<file path="src/rtl/l2_core_request_queue_pkg.sv">
// Shared L2 request/response packet definitions and core-ID typing used by the
// per-core request queue and its neighbours on the L2 request port.
`ifndef NUM_CORES
`define NUM_CORES 4
`endif

package l2_core_request_queue_pkg;

   localparam int CORE_ID_W = (`NUM_CORES > 1) ? $clog2(`NUM_CORES) : 1;
   localparam int L2_ID_W   = 2;
   localparam int L2_ADDR_W = 26;
   localparam int L2_DATA_W = 32;

   typedef logic [CORE_ID_W-1:0] core_id_t;

   typedef enum logic [1:0] {
      L2REQ_LOAD,
      L2REQ_STORE,
      L2REQ_FLUSH,
      L2REQ_INVALIDATE
   } l2req_op_t;

   typedef enum logic [1:0] {
      L2RSP_LOAD_ACK,
      L2RSP_STORE_ACK,
      L2RSP_FLUSH_ACK,
      L2RSP_INVALIDATE_ACK
   } l2rsp_op_t;

   typedef struct packed {
      logic                 valid;
      core_id_t             core;
      logic [L2_ID_W-1:0]   id;
      l2req_op_t            op;
      logic [L2_ADDR_W-1:0] address;
      logic [L2_DATA_W-1:0] data;
   } l2req_packet_t;

   typedef struct packed {
      logic                 valid;
      logic                 status;
      core_id_t             core;
      logic [L2_ID_W-1:0]   id;
      l2rsp_op_t            op;
      logic [L2_ADDR_W-1:0] address;
      logic [L2_DATA_W-1:0] data;
   } l2rsp_packet_t;

   // A response belongs to a core when it is valid and carries that core's index.
   function automatic logic response_for_core(input l2rsp_packet_t rsp, input core_id_t core);
      return rsp.valid && (rsp.core == core);
   endfunction

endpackage

</file>
<file path="src/rtl/l2_core_request_queue_sync_fifo.sv">
// Generic synchronous FIFO with an occupancy count; the caller guarantees it
// never pushes when full nor pops when empty.
module sync_fifo #(
   parameter int WIDTH = 8,
   parameter int SIZE  = 4
) (
   input  logic                   clk,
   input  logic                   reset,
   input  logic                   push,
   input  logic [WIDTH-1:0]       push_data,
   input  logic                   pop,
   output logic [WIDTH-1:0]       head,
   output logic [$clog2(SIZE):0]  count
);

   localparam int PTR_W = $clog2(SIZE);

   logic [WIDTH-1:0] mem [SIZE];
   logic [PTR_W-1:0] wr_ptr;
   logic [PTR_W-1:0] rd_ptr;

   // Storage carries no reset; only pointers and count define what is valid.
   always_ff @(posedge clk) begin
      if (push)
         mem[wr_ptr] <= push_data;
   end

   always_ff @(posedge clk) begin
      if (reset) begin
         wr_ptr <= '0;
         rd_ptr <= '0;
         count  <= '0;
      end else begin
         if (push)
            wr_ptr <= wr_ptr + 1'b1;
         if (pop)
            rd_ptr <= rd_ptr + 1'b1;
         case ({push, pop})
            2'b10:   count <= count + 1'b1;
            2'b01:   count <= count - 1'b1;
            default: count <= count;
         endcase
      end
   end

   assign head = mem[rd_ptr];

endmodule

</file>
<file path="src/rtl/l2_core_request_queue.sv">
// Per-core request FIFO in front of the L2 request port, throttled by a credit
// count of requests issued but not yet answered by an L2 response.
module l2_core_request_queue
   import l2_core_request_queue_pkg::*;
#(
   parameter int CORE_ID         = 0,
   parameter int FIFO_DEPTH      = 4,
   parameter int MAX_OUTSTANDING = 8
) (
   input  logic                             clk,
   input  logic                             reset,
   input  l2req_packet_t                    enq_request,
   output logic                             enq_ready,
   output l2req_packet_t                    l2i_request,
   input  logic                             l2_ready,
   input  l2rsp_packet_t                    l2_response,
   output logic [$clog2(FIFO_DEPTH):0]      queue_count,
   output logic [$clog2(MAX_OUTSTANDING):0] outstanding_count,
   output logic                             perf_queue_full
);

   localparam int QCNT_W = $clog2(FIFO_DEPTH) + 1;
   localparam int OCNT_W = $clog2(MAX_OUTSTANDING) + 1;
   localparam logic [QCNT_W-1:0] QUEUE_FULL = QCNT_W'(FIFO_DEPTH);
   localparam logic [OCNT_W-1:0] OUT_LIMIT  = OCNT_W'(MAX_OUTSTANDING);
   localparam core_id_t          MY_CORE    = core_id_t'(CORE_ID);

   l2req_packet_t head;
   logic          push;
   logic          pop;
   logic          issue_valid;
   logic          rsp_match;
   logic          credit_return;

   // enq_ready depends only on the registered count, never on l2_ready.
   assign enq_ready       = (queue_count != QUEUE_FULL);
   assign push            = enq_request.valid && enq_ready;
   assign perf_queue_full = enq_request.valid && !enq_ready;

   assign issue_valid = (queue_count != '0) && (outstanding_count != OUT_LIMIT);
   assign pop         = issue_valid && l2_ready;

   sync_fifo #(
      .WIDTH ($bits(l2req_packet_t)),
      .SIZE  (FIFO_DEPTH)
   ) request_fifo (
      .clk       (clk),
      .reset     (reset),
      .push      (push),
      .push_data (enq_request),
      .pop       (pop),
      .head      (head),
      .count     (queue_count)
   );

   always_comb begin
      l2i_request       = head;
      l2i_request.valid = issue_valid;
   end

   // A response with nothing outstanding belongs to a request from before a
   // reset; dropping it keeps the credit count from going negative.
   assign rsp_match     = response_for_core(l2_response, MY_CORE);
   assign credit_return = rsp_match && (outstanding_count != '0);

   always_ff @(posedge clk) begin
      if (reset) begin
         outstanding_count <= '0;
      end else begin
         case ({pop, credit_return})
            2'b10:   outstanding_count <= outstanding_count + 1'b1;
            2'b01:   outstanding_count <= outstanding_count - 1'b1;
            default: outstanding_count <= outstanding_count;
         endcase
      end
   end

`ifndef SYNTHESIS
   always_ff @(posedge clk) begin
      if (!reset && rsp_match)
         assert (outstanding_count != '0)
         else $warning("l2_core_request_queue core %0d: response with no request outstanding ignored", CORE_ID);
   end
`endif

   logic unused_fields;
   assign unused_fields = ^{head.valid, l2_response.status, l2_response.id, l2_response.op,
                            l2_response.address, l2_response.data};

endmodule

</file>
<file path="config.mk">
export PLATFORM = sky130hd
export DESIGN_NAME = l2_core_request_queue
export DESIGN_NICKNAME = d
export VERILOG_FILES = /design/src/rtl/l2_core_request_queue_pkg.sv /design/src/rtl/l2_core_request_queue_sync_fifo.sv /design/src/rtl/l2_core_request_queue.sv
export SDC_FILE = /design/constraint.sdc
export NUM_CORES = 1
export LEC_CHECK = 0
export ABC_AREA = 0
export BUFFER_PORTS_ARGS = -buffer_cell sky130_fd_sc_hd__buf_2
export CORE_ASPECT_RATIO = 1.2
export CORE_UTILIZATION = 49
export DETAILED_ROUTE_END_ITERATION = 16
export GPL_TIMING_DRIVEN = 0
export PLACE_DENSITY = 0.8
export SLEW_MARGIN = 20
export SYNTH_ARGS = -nofsm -noshare
export SYNTH_HDL_FRONTEND = slang
export SYNTH_HIERARCHICAL = 1
export SYNTH_SLANG_ARGS = --single-unit
</file>
<file path="constraint.sdc">
create_clock -name clk -period 2.8 [get_ports clk]
set_input_delay 0.42 -clock clk [delete_from_list [all_inputs] [get_ports clk]]
set_output_delay 0.42 -clock clk [all_outputs]
set_load 0.02 [all_outputs]
</file>
==> flow_summary.ini, run 1 <==
[status]
outcome = complete, no violations

[critical_path]
timing.setup.critical_path_class = flop to flop
regToRegSetupSlack_ps = 200
cell_with_the_largest_stage_delay_on_the_worst_path = sky130_fd_sc_hd__o311ai_0
arrival_ps = 3050
worstSetupStartpointType = flop
cp_cell_sequence = o311ai_0, ha_1, ha_1, a21oi_1, a21oi_1, or4_1, a21oi_1
r2r_start = request_fifo/count[2]
reg2reg_to = outstanding_count[3]
timing.critical_path.slowest_cell_delay_ps = 550
critPathCaptureType = flop
crit_path_max_fanout = 7
critical-path-top-cell-by-count = sky130_fd_sc_hd__a21oi_1
worst_r2r_path_depth = 7
required_ps = 3240

[placement]
dp_hpwl_um = 11500
gp_congestion = 0.691
placement.io_buffers = 144

[cts]
cts.path.max_buffers = 3
cts_max_level = 1
tritoncts = yes
clockRootBuffer = sky130_fd_sc_hd__clkbuf_16
clk_latency_ps = 520
total_cts_buffers = 27
tritoncts_num_sinks = 269
post-cts-setup-buffer-count = 0
path_clk_slew_ps = 60
ctsHoldBuffers = 0
post_cts_repair_resize_count = 0

[detailed_routing]
wl_per_cell_um = 20.3
drt-total-wl_um = 17800
detailroute.via_count = 4730
viasPerCell = 5.41
final_antenna_net_count = 0
route.detailed.drc = 0
drt-pass1-iter-count = 4
drt_first_iter_violations = 229

[power]
leakage_uw = 0.00410
power_density_mw_per_mm2 = 954
vdd_ir_drop_max_mv = 0.641

[cells_and_area]
final_util_pct = 60.8
mostFrequentLayoutCells = 256 x sky130_fd_sc_hd__edfxtp_1, 150 x sky130_fd_sc_hd__buf_2, 64 x sky130_fd_sc_hd__mux4_2, 27 x sky130_fd_sc_hd__clkbuf_16, 14 x sky130_fd_sc_hd__nor2_1
layout-drive-gt1-share_pct = 43.6
antenna_diode_count = 0
num-fill-cells = 1417
areaGrowthSynthToFinish_pct = 19.8
fin_nets = 740
final_common_cell = sky130_fd_sc_hd__edfxtp_1

[die]
core_outline_area_sq_mm = 0.0198
die_width_um = 133
dieHeight_um = 159
start_util_pct = 50.7
floorplan.die_area_sq_mm = 0.0210
floorplan.io_pins = 208
fp-row-count = 56

[sta]
max_clock_freq_mhz = 384
grt_setup_unrepaired = no
sum_of_negative_setup_slack_ps = 0
finalCriticalPeriod_ps = 2600
slew-limit-headroom_pct = 58.5
tightestPinTransition_ps = 622
hold_viol_final = 0
total_count_of_max_transition_violations_in_the_final_report = 0
post-route-period-util_pct = 93.0
final.setup_skew_ps = 15.0
setup_viol = 0

[global_route]
first_global_vias = 4973
grt_max_degree = 35
grt_antenna_before_repair = 0
grt_ovf = 0
grt_first_pass_wirelength_um = 27000
global_route.usage.total_pct = 17.1

[synth]
syn_avg_cell_area_sq_um = 23.9
mappedNetlistArea_sq_mm = 0.0100
post_syn_instances = 419
ys_warn_count = 6
syn_nets = 563

[hold_path]
worst_hold_startpoint = enq_request[9]
hold_path_depth = 1
min_delay_worst_endpoint = request_fifo/mem[3][9]
hold_class = input port to flop

[job]
cap_violations = 0
-- stage by stage --
stage | area [sq um] | hold slack [ps] | worst slack, ps | total power (uW) | instances
floorplan | 10000 | 485 | 468 | 7260 | 419
global placement | 11100 | 498 | 158 | 8070 | 824
detailed placement | 11200 | 529 | 202 | 8210 | 828
CTS | 12000 | 97.8 | 225 | 11600 | 875
global route | 12000 | 101 | 85.7 | 11900 | 875
finish | 12000 | 115 | 196 | 11500 | 875
-- report_power, final --
| group | internal [uW] | switching (uW) | leakage, uW |
|---|---|---|---|
| clock | 2020 | 1350 | 0.000409 |
| combinational | 1350 | 1710 | 0.00124 |
| sequential | 4880 | 138 | 0.00246 |
| total | 8250 | 3210 | 0.00410 |
-- critical path, delay by kind of cell, from the launching register on --
family | cells | cell delay, ps
compound gates | 4 | 1070
fa+ha+maj | 2 | 610
flops | 1 | 360
simple gates | 1 | 480
-- registers in the layout, indices dropped and copies added (netlist names), named ones only --
signal,flops
request_fifo/mem,256
outstanding_count,4
request_fifo/count,3
request_fifo/rd_ptr,2
request_fifo/wr_ptr,2
-- layout make-up --
cell class	count	area [sq um]	area share, %
buffer	17	168	1.40
clock buffer	37	743	6.19
clock inverter	10	97.6	0.813
inverter	10	37.5	0.313
multi-input combinational	123	1890	15.7
sequential	269	7950	66.2
tap	261	327	2.72
timing repair buffer	148	801	6.67
-- how the worst max path moves through the flow --
stage,cells after the start,from,to
2_1_floorplan,9,outstanding_count[0],outstanding_count[3]
3_3_place_gp,4,request_fifo/count[0],request_fifo/mem[2][17]
3_5_place_dp,8,l2_response[63],outstanding_count[3]
4_1_cts,8,outstanding_count[0],outstanding_count[3]
5_1_grt,9,outstanding_count[0],outstanding_count[3]
6_report,7,request_fifo/count[2],outstanding_count[3]
-- routing by layer --
layer / global-route usage, % / vias to the layer above / share of wire, %
li1: - / 2099 / -
met1: 20.4 / 2424 / 39
met2: 31.3 / 167 / 53
met3: 3.47 / 40 / 5.8
met4: 5.20 / 0 / 2.0
met5: 0 / - / 0
No activity file was read; power rests on OpenSTA's default activity.
==> inputs of run 2 (changes only) <==
--- a/config.mk
+++ b/config.mk
@@ -8,6 +8,7 @@
 export ABC_AREA = 0
 export BUFFER_PORTS_ARGS = -buffer_cell sky130_fd_sc_hd__buf_2
 export CORE_ASPECT_RATIO = 1.2
+export CORE_MARGIN = 3
 export CORE_UTILIZATION = 49
 export DETAILED_ROUTE_END_ITERATION = 16
 export GPL_TIMING_DRIVEN = 0
==> flow_summary.ini, run 2 (synthesis results as in run 1) <==
[critical_path]
timing.critical_path.slowest_cell_delay_ps = 540
worstPathBufferInverterCount = 0
worstSetupStartpointType = flop
timing.setup.critical_path_class = flop to flop
required_ps = 3240
arrival_ps = 2980
critPathCaptureType = flop
crit_path_max_fanout = 6
critical-path-top-cell-by-count = sky130_fd_sc_hd__a21oi_1
cell_with_the_largest_stage_delay_on_the_worst_path = sky130_fd_sc_hd__o311ai_0
cp_top_family = compound AO/OA/AOI/OAI gates
cp_cell_sequence = o311ai_0, ha_1, ha_1, a21oi_1, a21oi_1, or4_1, a21oi_1

[power]
pwr-share-comb_pct = 26.7
power_frac_seq_pct = 44.0
post-layout-total-power_uw = 11400
p_int_uw = 8230
leakage_uw = 0.00408
p_switching_uw = 3170
p_sw_share_pct = 27.8
vdd_ir_drop_max_mv = 0.692
pwr-share-clk_pct = 29.3
power_density_mw_per_mm2 = 952

[global_route]
globalRouteMet1Util_pct = 21.6
global_route.usage.total_pct = 16.5
groute.layer.met2.usage_pct = 28.1
grt_ovf = 0
first_global_vias = 5092
grt_max_degree = 38
grt_antenna_before_repair = 1
gr_busiest_metal = met2
use_met3_pct = 3.18
grt_first_pass_wirelength_um = 28100

[job]
cap_violations = 0

[detailed_routing]
drt_first_iter_violations = 260
wl_per_cell_um = 20.2
route.detailed.drc = 0
viasPerCell = 5.38
drt-pass1-iter-count = 4
detailroute.via_count = 4698
drt-total-wl_um = 17700
final_antenna_net_count = 0

[status]
outcome = complete, no violations

[placement]
dp_hpwl_um = 11400
placement.io_buffers = 144
gp_congestion = 0.717

[sta]
grt_setup_unrepaired = no
final.setup_skew_ps = 10.7
post-route-period-util_pct = 90.7
tightestPinTransition_ps = 614
total_count_of_max_transition_violations_in_the_final_report = 0
hold_viol_final = 0
setup_viol = 0
sum_of_negative_setup_slack_ps = 0
finalCriticalPeriod_ps = 2540
max_clock_freq_mhz = 394
slew-limit-headroom_pct = 59.1

[die]
dieHeight_um = 163
floorplan.die_area_sq_mm = 0.0222
start_util_pct = 50.5
die_width_um = 137
floorplan.io_pins = 208
fp-row-count = 56
core_outline_area_sq_mm = 0.0198

[cells_and_area]
max_flop_register = request_fifo/mem
final_common_cell = sky130_fd_sc_hd__edfxtp_1
largest_register_ff_count = 256
areaGrowthSynthToFinish_pct = 19.5
layout_top_registers = request_fifo/mem: 256 flops, outstanding_count: 4 flops, request_fifo/count: 3 flops
num-fill-cells = 1364
mostFrequentLayoutCells = 256 x sky130_fd_sc_hd__edfxtp_1, 150 x sky130_fd_sc_hd__buf_2, 64 x sky130_fd_sc_hd__mux4_2, 25 x sky130_fd_sc_hd__clkbuf_16, 14 x sky130_fd_sc_hd__nor2_1
layout-drive-gt1-share_pct = 43.0
fin_nets = 738

[hold_path]
hold_class = input port to flop

[cts]
tritoncts_num_sinks = 269
tritoncts = yes
total_cts_buffers = 25
clk_latency_ps = 510
cts.path.max_buffers = 3
cts_max_level = 1
post_cts_repair_resize_count = 0
post-cts-setup-buffer-count = 0
ctsHoldBuffers = 0
clockRootBuffer = sky130_fd_sc_hd__clkbuf_16
path_clk_slew_ps = 60
==> run 2: power by group through the flow <==
| stage | registers (uW) | logic, uW | clock network, uW |
|---|---|---|---|
| after floorplan | 5090 | 2170 | 0 |
| after global placement | 5080 | 3010 | 0 |
| after detailed placement | 5100 | 3110 | 0 |
| after CTS | 5010 | 3130 | 3440 |
| after global routing | 5050 | 3300 | 3630 |
| final | 5010 | 3050 | 3340 |
==> run 2: path summary, 6_finish.rpt <==
path                                        startpoint                endpoint  slack, ps  depth (start not counted)
worst max-delay path             request_fifo/count[1]    outstanding_count[3]        260                          7
worst max register to register   request_fifo/count[1]    outstanding_count[3]        260                          7
worst min register to register  request_fifo/rd_ptr[1]  request_fifo/rd_ptr[1]        540                          2
worst min-delay path                    enq_request[7]  request_fifo/mem[0][7]        130                          1
==> run 2: routing by layer <==
layer / up-vias / wire [um]
met1: 2423 / 6930
li1: 2096 / -
met3: 31 / 1160
met4: 0 / 416
met5: - / 0
met2: 148 / 9170
==> run 2: cell type report <==
type,count,area [sq um],area share (%)
tap,261,327,2.73
clock buffer,31,648,5.41
multi-input combinational,123,1880,15.7
sequential,269,7950,66.4
antenna,1,2.50,0.0209
timing repair buffer,148,801,6.69
buffer,17,168,1.40
clock inverter,14,168,1.40
inverter,10,37.5,0.313
==> run 2: metrics by stage <==
stage          hold WS [ps]  utilization [%]  worst slack [ps]  area, sq um  instances
6_report                129             60.4               261        12000        874
5_1_grt                 106             60.4               131        12000        874
4_1_cts                97.6             60.4               290        12000        873
3_5_place_dp            512             56.3               301        11200        828
3_3_place_gp            492             55.8               159        11100        824
2_1_floorplan           485                -               468        10000        419
